File: src/rtl/inst_fetch_unit_if.sv
// Instruction-side sram-like bus between the fetch stage and the AXI bridge.
// Handshake: the fetch stage holds req high with a stable addr until the
// bridge pulses addr_ok (request accepted). data_ok later pulses for exactly
// one cycle with rdata valid. At most one request is outstanding.
interface inst_fetch_unit_if;
  logic        req;
  logic        wr;
  logic [1:0]  size;
  logic [3:0]  wstrb;
  logic [31:0] addr;
  logic [31:0] wdata;
  logic [31:0] rdata;
  logic        addr_ok;
  logic        data_ok;

  modport master (
    output req, wr, size, wstrb, addr, wdata,
    input  rdata, addr_ok, data_ok
  );

  modport slave (
    input  req, wr, size, wstrb, addr, wdata,
    output rdata, addr_ok, data_ok
  );
endinterface

File: src/rtl/inst_fetch_unit.sv
// Instruction-fetch stage: PC generation, single outstanding word fetch,
// one-entry instruction buffer and branch/exception redirect handling,
// including discarding a response that is already in flight.
// Decode handshake: fs_valid presents fs_pc/fs_inst/fs_adel; the instruction
// is consumed on a rising edge where fs_valid & ds_allow_in are both high.
module inst_fetch_unit #(
  parameter logic [31:0] RESET_PC = 32'hBFC00000
) (
  input  logic                     clk,
  input  logic                     reset,
  inst_fetch_unit_if.master        inst_sram,
  input  logic                     br_taken,
  input  logic [31:0]              br_target,
  input  logic                     ex_flush,
  input  logic [31:0]              ex_target,
  input  logic                     ds_allow_in,
  output logic                     fs_valid,
  output logic [31:0]              fs_pc,
  output logic [31:0]              fs_inst,
  output logic                     fs_adel,
  output logic [1:0]               dbg_state
);

  typedef enum logic [1:0] {
    S_REQ  = 2'd0,
    S_WAIT = 2'd1,
    S_HOLD = 2'd2
  } state_t;

  state_t      state;
  logic [31:0] pc;
  logic [31:0] inst_buf;
  logic        adel;
  logic        cancel;
  logic [31:0] pend_pc;

  logic        redirect;
  logic [31:0] target;
  logic        pc_aligned;

  // Exception/eret redirect wins over a branch in the same cycle.
  assign redirect   = ex_flush | br_taken;
  assign target     = ex_flush ? ex_target : br_target;
  assign pc_aligned = (pc[1:0] == 2'b00);

  // Bus side: read-only word requests at the current PC.
  assign inst_sram.req   = (state == S_REQ) & pc_aligned;
  assign inst_sram.addr  = pc;
  assign inst_sram.wr    = 1'b0;
  assign inst_sram.size  = 2'd2;
  assign inst_sram.wstrb = 4'b0000;
  assign inst_sram.wdata = 32'h0000_0000;

  // Decode side: everything registered except the redirect kill on fs_valid.
  assign fs_valid  = (state == S_HOLD) & ~redirect;
  assign fs_pc     = pc;
  assign fs_inst   = inst_buf;
  assign fs_adel   = adel;
  assign dbg_state = state;

  // Fetch FSM: request, wait for data (or discard it), hold for decode.
  always_ff @(posedge clk) begin
    if (reset) begin
      state    <= S_REQ;
      pc       <= RESET_PC;
      inst_buf <= 32'h0000_0000;
      adel     <= 1'b0;
      cancel   <= 1'b0;
      pend_pc  <= 32'h0000_0000;
    end else begin
      case (state)
        S_REQ: begin
          if (!pc_aligned) begin
            // Misaligned PC never reaches the bus; a redirect simply retargets.
            if (redirect) begin
              pc <= target;
            end else begin
              adel     <= 1'b1;
              inst_buf <= 32'h0000_0000;
              state    <= S_HOLD;
            end
          end else begin
            // The request must stay stable until accepted, so a redirect is
            // remembered and applied once the response has been drained.
            if (redirect) begin
              cancel  <= 1'b1;
              pend_pc <= target;
            end
            if (inst_sram.addr_ok) begin
              state <= S_WAIT;
            end
          end
        end

        S_WAIT: begin
          if (inst_sram.data_ok) begin
            if (cancel || redirect) begin
              pc     <= redirect ? target : pend_pc;
              cancel <= 1'b0;
              state  <= S_REQ;
            end else begin
              inst_buf <= inst_sram.rdata;
              adel     <= 1'b0;
              state    <= S_HOLD;
            end
          end else if (redirect) begin
            cancel  <= 1'b1;
            pend_pc <= target;
          end
        end

        S_HOLD: begin
          if (redirect) begin
            pc    <= target;
            state <= S_REQ;
          end else if (ds_allow_in) begin
            pc    <= pc + 32'd4;
            state <= S_REQ;
          end
        end

        default: begin
          state <= S_REQ;
        end
      endcase
    end
  end

endmodule
File: src/flat_wrapper.sv
// flat-port wrapper written by rule: the top's interface ports become plain ports
module inst_fetch_unit_flat 
#(
  parameter logic [31:0] RESET_PC = 32'hBFC00000
)
  (clk, reset, br_taken, br_target, ex_flush, ex_target, ds_allow_in, fs_valid, fs_pc, fs_inst, fs_adel, dbg_state, inst_sram_req, inst_sram_wr, inst_sram_size, inst_sram_wstrb, inst_sram_addr, inst_sram_wdata, inst_sram_rdata, inst_sram_addr_ok, inst_sram_data_ok);
  inst_fetch_unit_if inst_sram_i ();
  input  logic clk;
  input  logic reset;
  input  logic br_taken;
  input  logic [31:0] br_target;
  input  logic ex_flush;
  input  logic [31:0] ex_target;
  input  logic ds_allow_in;
  output logic fs_valid;
  output logic [31:0] fs_pc;
  output logic [31:0] fs_inst;
  output logic fs_adel;
  output logic [1:0] dbg_state;
  output wire logic [$bits(inst_sram_i.req)-1:0] inst_sram_req;
  output wire logic [$bits(inst_sram_i.wr)-1:0] inst_sram_wr;
  output wire logic [$bits(inst_sram_i.size)-1:0] inst_sram_size;
  output wire logic [$bits(inst_sram_i.wstrb)-1:0] inst_sram_wstrb;
  output wire logic [$bits(inst_sram_i.addr)-1:0] inst_sram_addr;
  output wire logic [$bits(inst_sram_i.wdata)-1:0] inst_sram_wdata;
  input wire logic [$bits(inst_sram_i.rdata)-1:0] inst_sram_rdata;
  input wire logic [$bits(inst_sram_i.addr_ok)-1:0] inst_sram_addr_ok;
  input wire logic [$bits(inst_sram_i.data_ok)-1:0] inst_sram_data_ok;
  assign inst_sram_req = inst_sram_i.req;
  assign inst_sram_wr = inst_sram_i.wr;
  assign inst_sram_size = inst_sram_i.size;
  assign inst_sram_wstrb = inst_sram_i.wstrb;
  assign inst_sram_addr = inst_sram_i.addr;
  assign inst_sram_wdata = inst_sram_i.wdata;
  assign inst_sram_i.rdata = inst_sram_rdata;
  assign inst_sram_i.addr_ok = inst_sram_addr_ok;
  assign inst_sram_i.data_ok = inst_sram_data_ok;
  inst_fetch_unit #(.RESET_PC(RESET_PC)) u_core (.clk(clk), .reset(reset), .inst_sram(inst_sram_i), .br_taken(br_taken), .br_target(br_target), .ex_flush(ex_flush), .ex_target(ex_target), .ds_allow_in(ds_allow_in), .fs_valid(fs_valid), .fs_pc(fs_pc), .fs_inst(fs_inst), .fs_adel(fs_adel), .dbg_state(dbg_state));
endmodule
File: config.mk
export PLATFORM = sky130hd
export DESIGN_NAME = inst_fetch_unit_flat
export DESIGN_NICKNAME = d
export VERILOG_FILES = /design/src/rtl/inst_fetch_unit_if.sv /design/src/rtl/inst_fetch_unit.sv /design/src/flat_wrapper.sv
export SDC_FILE = /design/constraint.sdc
export NUM_CORES = 1
export LEC_CHECK = 0
export ABC_CLOCK_PERIOD_IN_PS = 6880
export BUFFER_PORTS_ARGS = -buffer_cell sky130_fd_sc_hd__buf_4
export CAP_MARGIN = 15
export CORE_MARGIN = 2
export CORE_UTILIZATION = 54
export DETAILED_ROUTE_END_ITERATION = 10
export HOLD_SLACK_MARGIN = 0.06
export MAX_ROUTING_LAYER = met4
export PLACE_DENSITY = 0.87
export SYNTH_ARGS = -nofsm -noshare
export SYNTH_HDL_FRONTEND = slang
export SYNTH_SLANG_ARGS = --single-unit
File: constraint.sdc
create_clock -name clk -period 6.88 [get_ports clk]
set_clock_uncertainty 0.05 [all_clocks]
set_input_delay 1.032 -clock clk [delete_from_list [all_inputs] [get_ports clk]]
set_output_delay 1.032 -clock clk [all_outputs]
set_load 0.005 [all_outputs]
## Word-level counts from Yosys, hierarchy flattened

Cells that the tools add are included.
W data, S select, Z words.

- Flip-flop bits (word level): 100
- Input bits: 103
- Output and inout bits: 140
- Word-level logic and storage cells: 70

- $add $sub $neg: 1
- Equal/unequal tests: 14
- Muxes and demuxes: 35
- Bitwise logic cells: 4
- Reductions and logical operators: 10

Operators by type and width:

| kind | number |
|---|---|
| $mux W32 | 14 |
| $pmux W32 S2 | 2 |
| $pmux W32 S3 | 1 |
| $add A32 B3 Y32 const B | 1 |
| $mux W2 | 7 |
| $ne A2 B2 Y1 const B | 5 |
| $mux W1 | 8 |
| $ne A2 B1 Y1 const B | 3 |
| $ne A3 B2 Y1 const B | 2 |
| $ne A3 B3 Y1 const B | 2 |
| $pmux W2 S3 | 1 |
| $reduce_and A3 Y1 | 2 |
| $reduce_and A6 Y1 | 1 |
| $reduce_and A5 Y1 | 1 |
| $logic_not A2 Y1 | 2 |
| $pmux W1 S2 | 2 |
| $reduce_and A4 Y1 | 1 |
| $reduce_bool A3 Y1 | 1 |
| $and A1 B1 Y1 | 2 |
| $eq A2 B1 Y1 const B | 1 |
| $eq A2 B2 Y1 const B | 1 |
| $reduce_bool A2 Y1 | 1 |
| $logic_or A1 B1 Y1 | 1 |
| $not A1 Y1 | 1 |
| $or A1 B1 Y1 | 1 |

## Logic depth before layout (Yosys ltp)

Gate-level depths: netlist (run 1).

- Depth in word-level cells: 5
- Mapped depth: 10
- Mapped depth without buffers: 8

## Worst setup path before layout (run 1)

No wires, ideal clock.

- Kind: input port to output port
- Start: in ex_flush
- End: out fs_valid
- Data arrival time: 1.779 ns
- Required time: 5.798 ns
- Slack: 4.019 ns
- Stages: 5
- Buffers on the path: 2
- Path through: buf_2 -> nor2_1 -> nand2_1 -> inv_1 -> clkbuf_1

- Word-level cells in the longest chain between the ends: 3

RTL lines:

| what | RTL line | text |
|---|---|---|
| start, declared | flat_wrapper.sv:12 | `input logic ex_flush;` |
| $or A1 B1 Y1 | inst_fetch_unit.sv:42 | `assign redirect = ex_flush \| br_taken;` |
| $not A1 Y1 | inst_fetch_unit.sv:55 | `assign fs_valid = (state == S_HOLD) & ~redirect;` |
| $and A1 B1 Y1 | inst_fetch_unit.sv:55 |  |
| end, declared | flat_wrapper.sv:15 | `output logic fs_valid;` |

No other way between the ends.

## Worst setup path in the final report (run 1)

Same ends and word-level chain as after synthesis.

==> flow_metrics.env, run 1 <==
export IMPL_p_per_area_nw_per_um2=368.5
export IMPL_timing_final_crit_period_ns=3.649
export IMPL_detail_route_first_pass_iterations=5
export IMPL_rr_startpoint="u_core.dbg_state[0]$_SDFFE_PP0P_"
export IMPL_syn_area_per_cell_um2=7.961
export IMPL_min_path_cells=2
export IMPL_clockRootBuffer="clkbuf_16"
export IMPL_wirelength_um=17530
export IMPL_syn_area_um2=6186
export IMPL_crit_fanout=43
export IMPL_die_h_um=111.0
export IMPL_grtUsageTotal=0.2847
export IMPL_coreArea_um2=11320
export IMPL_whs_endpoint="u_core.fs_inst[22]$_SDFFE_PP0P_"
export IMPL_peakVddDrop_uv=238.7
export IMPL_setup_violations_final=0
export IMPL_grt_pass1_vias=5784
export IMPL_clock_sinks=100
export IMPL_p_comb_frac=0.468
export IMPL_grt_pass1_wl_um=28640
export IMPL_hold_viol_final=0
export IMPL_grt_overflow_total=0
export IMPL_drc_errors=0
export IMPL_arrival_ns=2.57
export IMPL_cts_setup_buffers=0
export IMPL_fp_row_count=39
export IMPL_synth_flop_cell="dfxtp_1"
export IMPL_insertion_delay_ns=0.34
export IMPL_min_path_type="reg -> reg"
export IMPL_maxCapViolations=0
export IMPL_cp_required_ns=5.80
export IMPL_run_status="completed"
export IMPL_cts_buffers=9
export IMPL_synth_seq_area_share=0.3236
export IMPL_power_leakage_uw=0.003146
export IMPL_drtIter0Drc=505
export IMPL_fin_util=0.6721
export IMPL_final_antenna_net_count=0
export IMPL_r2r_end="u_core.fs_pc[16]$_SDFFE_PP0P_"
export IMPL_area_growth_pct=23.00
export IMPL_rsz0062_at_grt="false"
export IMPL_fill_cells=964
export IMPL_vias=6209
export IMPL_seqPwrFrac=0.347
export IMPL_final_nets=1008
export IMPL_dieArea_um2=12330
export IMPL_layout_drive_gt1_share=0.2707
export IMPL_slew_headroom=0.3184
export IMPL_async_flop_share=0
export IMPL_cts_clk_slew_worst_paths_ns=0.07
export IMPL_wl_per_cell_um=16.73
export IMPL_initial_utilization=0.5464
export IMPL_synth_edf_count=0
export IMPL_syn_inst=777
export IMPL_ys_seq_elements=100
export IMPL_ios=243
export IMPL_tightest_slew_ns=1.022
export IMPL_end_kind="output port"
export IMPL_p_int_uw=1630
export IMPL_clk_path_buf_depth=2
export IMPL_hp_start="u_core.fs_inst[22]$_SDFFE_PP0P_"
export IMPL_finalMaxSlewViolations=0
export IMPL_drt_vias_per_instance=5.925
export IMPL_r2r_slack_ns=3.65
export IMPL_cts_resized_gates=0
export IMPL_grt_max_degree=94
export IMPL_fmax_ghz=0.2740
export IMPL_worst_r2r_path_depth=7
export IMPL_period_share=0.5304
export IMPL_switching_share=0.4186
export IMPL_synth_warnings=0
export IMPL_antenna_found_initial=0
export IMPL_cp_start_kind="input port"
export IMPL_worst_setup_path_type="in -> out"
export IMPL_synthDistinctLibCells=72
export IMPL_die_w_um=111.0
export IMPL_p_clk_frac=0.185
export IMPL_htreeDepth=3
export IMPL_switchingPower_uw=1174
export IMPL_dp_hpwl_um=11790
export IMPL_cts_tree="yes"
export IMPL_gp_congestion=0.8501
export IMPL_cts_hold_buffers=0
export IMPL_io_buffer_count=203
export IMPL_tns_ns=0
export IMPL_n_antenna_cell=0
-- cells in the final DEF, fill, tap and decap left out, drive strengths merged, types with 5 or more instances in the layout --
cell,n
nor2,46
a22o,5
o21ai,43
dfxtp,100
ha,5
a311oi,7
and4,5
o21a,5
nand3,45
buf,212
and2,6
or4,7
inv,10
nor3b,5
nand2b,9
a211oi,40
nor3,13
a32oi,7
a221oi,10
mux2i,39
o211ai,7
clkbuf,9
conb,39
a21oi,63
a22oi,6
nand2,76
xnor2,5
nand4,16
-- cell families after synthesis --
group / after synthesis / share of synthesized area
muxes: 43 / 0.07039
AOI/OAI and AO/OA: 225 / 0.2433
buffers and inverters: 146 / 0.1373
xor gates and xnor gates: 7 / 0.009911
adders and majority gates: 5 / 0.01011
other: 2 / 0.001214
and+or+nand+nor: 249 / 0.2041
DFF: 100 / 0.3236
-- worst max-delay path, cell delays in order --
cell and delay, ns:
buf_4 0.50, nor2_1 0.14, nand2_1 0.32, inv_1 0.31
buf_4 0.23
-- power by group through the flow --
stage	clock, µW	sequential (µW)	combinational, µW
after floorplan	0	922	950
after global placement	0	969	1260
after detailed placement	0	976	1280
after CTS	520	965	1300
after global routing	545	999	1450
final	518	973	1310
-- flip-flops by register name, indices dropped and copies added, names as in the netlist --
name,count
u_core.fs_inst,32
u_core.fs_pc,32
u_core.cancel,1
u_core.pend_pc,32
u_core.dbg_state,2
u_core.fs_adel,1
-- cells in the mapped netlist, drive strengths merged, types with 3 or more instances --
library cell	instances	area share
o21a	5	0.0061
xnor2	5	0.0071
a22o	5	0.0071
nor3	13	0.012
nand3	45	0.036
mux2i	39	0.063
ha	5	0.010
and4	5	0.0071
nor4b	3	0.0042
nor3b	5	0.0061
mux2	4	0.0073
nand4	16	0.020
or4	7	0.0097
o21ai	43	0.035
and2	6	0.0061
dfxtp	100	0.32
nor2	46	0.028
o31ai	4	0.0049
nand2	76	0.046
a21o	3	0.0036
clkbuf	42	0.026
a211oi	40	0.049
a32oi	7	0.0099
nand2b	9	0.0091
nor2b	3	0.0030
and3	4	0.0042
o22ai	3	0.0030
a2111oi	3	0.0045
a22oi	6	0.0073
or3	3	0.0030
a311oi	7	0.0099
o211ai	7	0.0085
a21oi	63	0.051
inv	9	0.0055
a221oi	10	0.015
nor4	3	0.0030
buf	95	0.11
-- metal layers --
metal  vias to the layer above  global-route usage  routed length [µm]
li1                       2984                   -                   -
met1                      2897              0.3576                7154
met2                       299              0.4663                8584
met3                        29             0.06342                1513
met4                         0             0.07737                 281
met5                         -                   -                   0
-- how the worst max path moves through the flow --
stage	from	end	slack, ns	cells past startpoint
3_5_place_dp	ex_flush	u_core.fs_pc[13]$_SDFFE_PP0P_	3.24	7
6_report	ex_flush	fs_valid	3.23	5
5_1_grt	ex_flush	fs_valid	3.09	5
3_3_place_gp	ex_flush	u_core.fs_pc[13]$_SDFFE_PP0P_	3.28	7
2_1_floorplan	ex_flush	fs_valid	4.02	5
4_1_cts	ex_flush	fs_valid	3.27	5
-- cell type report --
| cell class | count | area [µm²] | area share |
|---|---|---|---|
| Clock buffer | 9 | 225.2 | 0.02960 |
| Clock inverter | 7 | 76.32 | 0.01003 |
| Inverter | 9 | 33.78 | 0.004440 |
| Multi-Input combinational cell | 568 | 3481 | 0.4575 |
| Sequential cell | 100 | 2002 | 0.2631 |
| Tap cell | 143 | 178.9 | 0.02352 |
| Timing Repair Buffer | 212 | 1612 | 0.2118 |
-- metrics by stage --
step	hold WS [ns]	std cells	setup WS, ns	instance area (µm²)	power [µW]
2_1_floorplan	0.3983	814	4.019	6325	1872
3_3_place_gp	0.3880	1031	3.280	7279	2226
3_5_place_dp	0.3954	1031	3.239	7279	2257
4_1_cts	0.4040	1047	3.265	7581	2782
5_1_grt	0.4193	1048	3.088	7609	2994
6_report	0.4037	1048	3.231	7609	2804
Note: power is estimated with default switching activity, not from simulation.
==> run 2, diff against run 1 <==
Settings changed: ABC_CLOCK_PERIOD_IN_PS 6880 to 3710, CORE_UTILIZATION 54 to 50, PLACE_DENSITY 0.87 to 0.82.
Clock period 6.88 ns to 3.71 ns, I/O delays scaled along.
==> flow_metrics.env, run 2 (synthesized netlist as in run 1, its figures left out) <==
export IMPL_run_status="completed"
export IMPL_n_antenna_cell=0
export IMPL_fill_cells=1114
export IMPL_initial_utilization=0.5129
export IMPL_wirelength_um=17580
export IMPL_grt_max_degree=94
export IMPL_die_h_um=115.2
export IMPL_grt_pass1_wl_um=27430
export IMPL_fin_util=0.6315
export IMPL_rsz0062_at_grt="false"
export IMPL_cts_clk_slew_worst_paths_ns=0.07
export IMPL_detail_route_first_pass_iterations=7
export IMPL_fmax_ghz=0.3283
export IMPL_timing_final_crit_period_ns=3.046
export IMPL_grtUsageTotal=0.2654
export IMPL_vias=6207
export IMPL_hold_viol_final=0
export IMPL_dp_hpwl_um=12030
export IMPL_p_per_area_nw_per_um2=671.9
export IMPL_total_power_uw=5118
export IMPL_slew_headroom=0.3136
export IMPL_r2r_slack_ns=0.84
export IMPL_maxCapViolations=0
export IMPL_clock_sinks=100
export IMPL_drtIter0Drc=650
export IMPL_drt_vias_per_instance=5.763
export IMPL_end_kind="output port"
export IMPL_drc_errors=0
export IMPL_htreeDepth=3
export IMPL_cp_required_ns=3.10
export IMPL_peakVddDrop_uv=422.0
export IMPL_area_growth_pct=23.14
export IMPL_final_nets=1012
export IMPL_cts_hold_buffers=0
export IMPL_insertion_delay_ns=0.36
export IMPL_layout_cells_non_filler=1077
export IMPL_finalMaxSlewViolations=0
export IMPL_clk_path_buf_depth=2
export IMPL_ios=243
export IMPL_grt_overflow_total=0
export IMPL_wl_per_cell_um=16.32
export IMPL_grt_pass1_vias=5474
export IMPL_power_leakage_uw=0.003150
export IMPL_layout_common_cells="216 x buf_4, 100 x dfxtp_1, 76 x nand2_1, 63 x a21oi_1, 46 x nor2_1"
export IMPL_dp_cells=1061
export IMPL_cp_start_kind="flop"
export IMPL_layout_cells_most_common="buf_4"
export IMPL_worst_setup_path_type="reg -> out"
export IMPL_setup_violations_final=0
export IMPL_tightest_slew_ns=1.030
export IMPL_fp_row_count=40
export IMPL_cts_buffers=9
export IMPL_cts_setup_buffers=0
export IMPL_cts_tree="yes"
export IMPL_io_buffer_count=203
export IMPL_tns_ns=0
export IMPL_clockRootBuffer="clkbuf_16"
export IMPL_coreArea_um2=12060
export IMPL_crit_fanout=16
export IMPL_arrival_ns=2.44
export IMPL_cts_resized_gates=0
export IMPL_min_path_type="reg -> reg"
export IMPL_final_antenna_net_count=0
export IMPL_antenna_found_initial=0
export IMPL_gp_congestion=0.9475
export IMPL_period_share=0.8211
export IMPL_die_w_um=115.2
export IMPL_dieArea_um2=13280
export IMPL_layout_drive_gt1_share=0.2728
==> run 2: changes by cell type in the layout (fill, tap and decap cells not counted), sizes merged <==
cell      delta
clkinv       +1
bufinv       -1
clkbuf       +1
clkinvlp     -1
buf          +4
==> run 2: cell type report <==
| cell class | instances | area (µm²) | share of cell area |
|---|---|---|---|
| sequential | 100 | 2002 | 0.2628 |
| clock inverter | 6 | 40.04 | 0.005256 |
| timing repair buffer | 216 | 1622 | 0.2129 |
| tap | 168 | 210.2 | 0.02760 |
| clock buffer | 10 | 229.0 | 0.03006 |
| multi-input combinational | 568 | 3481 | 0.4570 |
| inverter | 9 | 33.78 | 0.004435 |
==> run 2: worst paths after layout <==
check                              startpoint                               to  cells past startpoint
max          u_core.dbg_state[0]$_SDFFE_PP0P_                         fs_valid                      5
min           u_core.fs_inst[21]$_SDFFE_PP0P_  u_core.fs_inst[21]$_SDFFE_PP0P_                      2
max reg2reg  u_core.dbg_state[0]$_SDFFE_PP0P_    u_core.fs_pc[16]$_SDFFE_PP0P_                      7
min reg2reg   u_core.fs_inst[21]$_SDFFE_PP0P_  u_core.fs_inst[21]$_SDFFE_PP0P_                      2
==> run 2: critical path, cell delays in order (launching register included) <==
cell and delay [ns]:
dfxtp_1 0.35, inv_1 0.10, ha_1 0.54, nand2_1 0.41, inv_1 0.46, buf_4 0.20
==> run 2: stage by stage <==
step	setup WS, ns	hold slack [ns]	cell area (µm²)
after floorplan	1.446	0.3983	6325
final	0.6636	0.4002	7617
after global placement	0.9618	0.3884	7348
after global routing	0.4658	0.4165	7617
after CTS	0.6865	0.4030	7617
after detailed placement	0.8961	0.3934	7348
==> run 2: power by group <==
group	total, µW	leakage, µW	internal, µW	switching (µW)
sequential	1790	0.000821	1400	393
combinational	2430	0.00220	1100	1330
clock	890	0.000133	456	435
total	5120	0.00315	2960	2160
==> run 2: per-layer routing <==
| layer | share of wire | vias up | global-route usage |
|---|---|---|---|
| li1 | - | 2985 | - |
| met1 | 0.42 | 2871 | 0.3501 |
| met2 | 0.47 | 325 | 0.4149 |
| met3 | 0.089 | 26 | 0.05430 |
| met4 | 0.016 | 0 | 0.07229 |
| met5 | 0 | - | - |
==> run 3, diff against run 2 <==
Settings changed: ABC_CLOCK_PERIOD_IN_PS 3710 to 2900.
Clock period 3.71 ns to 2.9 ns, I/O delays scaled along.
==> flow_metrics.env, run 3 (synthesized netlist as in run 1, its figures left out) <==
export IMPL_htreeDepth=3
export IMPL_fill_cells=1065
export IMPL_layout_setup_ws_ns=0.2878
export IMPL_min_path_type="in -> reg"
export IMPL_fp_row_count=40
export IMPL_maxCapViolations=0
export IMPL_fin_util=0.6431
export IMPL_p_per_area_nw_per_um2=865.0
export IMPL_antenna_found_initial=0
export IMPL_layout_common_cells="230 x buf_4, 100 x dfxtp_1, 76 x nand2_1, 63 x a21oi_1, 46 x nor2_1"
export IMPL_arrival_ns=2.13
export IMPL_dp_hpwl_um=12670
export IMPL_timing_final_crit_period_ns=2.612
export IMPL_initial_utilization=0.5129
export IMPL_worst_setup_path_type="reg -> out"
export IMPL_detail_route_first_pass_iterations=6
export IMPL_vias=6282
export IMPL_drc_errors=0
export IMPL_fmax_ghz=0.3828
export IMPL_hold_viol_final=0
export IMPL_globalRouteMet1Util=0.3278
export IMPL_tightest_slew_ns=0.8077
export IMPL_gp_congestion=0.8760
export IMPL_p_int_uw=3904
export IMPL_io_buffer_count=203
export IMPL_final_antenna_net_count=0
export IMPL_drtIter0Drc=489
export IMPL_end_kind="output port"
export IMPL_cts_hold_buffers=0
export IMPL_p_comb_frac=0.483
export IMPL_setup_violations_final=0
export IMPL_layout_cells_most_common="buf_4"
export IMPL_grt_max_degree=75
export IMPL_grtUsageTotal=0.2605
export IMPL_rsz0062_at_grt="false"
export IMPL_cp_required_ns=2.41
export IMPL_grt_overflow_total=0
export IMPL_slew_headroom=0.4615
export IMPL_ios=243
export IMPL_drt_vias_per_instance=5.753
export IMPL_cts_setup_buffers=0
export IMPL_cts_clk_slew_worst_paths_ns=0.08
export IMPL_clock_sinks=100
export IMPL_coreArea_um2=12060
export IMPL_switchingPower_uw=2806
export IMPL_peakVddDrop_uv=504.8
export IMPL_layout_cells_non_filler=1092
export IMPL_n_antenna_cell=0
export IMPL_switching_share=0.4182
export IMPL_cts_tree="yes"
export IMPL_total_power_uw=6709
export IMPL_period_share=0.9008
export IMPL_dieArea_um2=13280
export IMPL_grt_pass1_vias=5580
export IMPL_die_w_um=115.2
export IMPL_clk_path_buf_depth=2
export IMPL_seqPwrFrac=0.342
export IMPL_grt_pass1_wl_um=27410
export IMPL_cp_start_kind="flop"
export IMPL_wirelength_um=17580
export IMPL_insertion_delay_ns=0.35
export IMPL_run_status="completed"
export IMPL_dp_cells=1076
export IMPL_top_usage_layer="met2"
export IMPL_clockRootBuffer="clkbuf_16"
export IMPL_p_clk_frac=0.175
export IMPL_tns_ns=0
export IMPL_area_growth_pct=25.38
export IMPL_gr_usage_met2=0.4259
export IMPL_finalMaxSlewViolations=0
export IMPL_layout_drive_gt1_share=0.2857
export IMPL_power_leakage_uw=0.003230
export IMPL_place_ws_ns=0.3849
export IMPL_die_h_um=115.2
export IMPL_cts_buffers=9
export IMPL_cts_resized_gates=0
export IMPL_wl_per_cell_um=16.10
export IMPL_final_nets=1027
export IMPL_use_met3=0.05166
export IMPL_crit_fanout=15
-- run 3: cell types whose count changed in the layout (fill, tap and decap cells not counted) --
cell,change
clkinv_2,-2
buf_12,+1
buf_4,+14
inv_6,+2
inv_8,+1
clkinvlp_4,+1
clkinv_4,-1
clkbuf_1,-1
-- run 3: metrics by stage --
stage | area, µm² | hold slack (ns)
after CTS | 7756 | 0.3029
after global placement | 7473 | 0.3888
final | 7756 | 0.3082
after detailed placement | 7473 | 0.3951
after floorplan | 6325 | 0.3983
after global routing | 7756 | 0.3051
-- run 3: layer usage --
layer	share of wire	vias up
li1	-	3029
met1	0.42	2928
met2	0.48	303
met3	0.080	22
met4	0.012	0
met5	0	-
-- run 3: worst max-delay path, cell delays in order (launching register included) --
cell     delay [ns]
dfxtp_1        0.41
inv_1          0.09
ha_1           0.21
buf_4          0.20
nand2_1        0.30
inv_1          0.33
buf_4          0.24
-- run 3: area by class of cell --
| class | count | area [µm²] | area share |
|---|---|---|---|
| clock buffer | 9 | 225.2 | 0.02904 |
| clock inverter | 7 | 57.56 | 0.007421 |
| tap | 168 | 210.2 | 0.02710 |
| multi-input combinational | 568 | 3481 | 0.4488 |
| timing repair buffer | 231 | 1747 | 0.2252 |
| inverter | 9 | 33.78 | 0.004356 |
| sequential | 100 | 2002 | 0.2581 |
-- run 3: power by group through the flow --
stage                     Combinational, µW  Sequential [µW]  Clock (µW)
after global routing                   3570             2360        1240
final                                  3240             2290        1170
after detailed placement               3220             2310           0
after floorplan                        2250             2190           0
after CTS                              3230             2280        1190
after global placement                 3160             2300           0
-- run 3: worst paths after layout --
check,cells past startpoint,to,start,slack [ns]
worst max-delay path,6,fs_valid,u_core.dbg_state[0]$_SDFFE_PP0P_,0.29
worst min-delay path,3,u_core.fs_inst[17]$_SDFFE_PP0P_,inst_sram_rdata[17],0.31
worst max register to register,5,u_core.fs_pc[29]$_SDFFE_PP1P_,u_core.fs_pc[4]$_SDFFE_PP0P_,0.50
worst min register to register,2,u_core.fs_inst[27]$_SDFFE_PP0P_,u_core.fs_inst[27]$_SDFFE_PP0P_,0.40
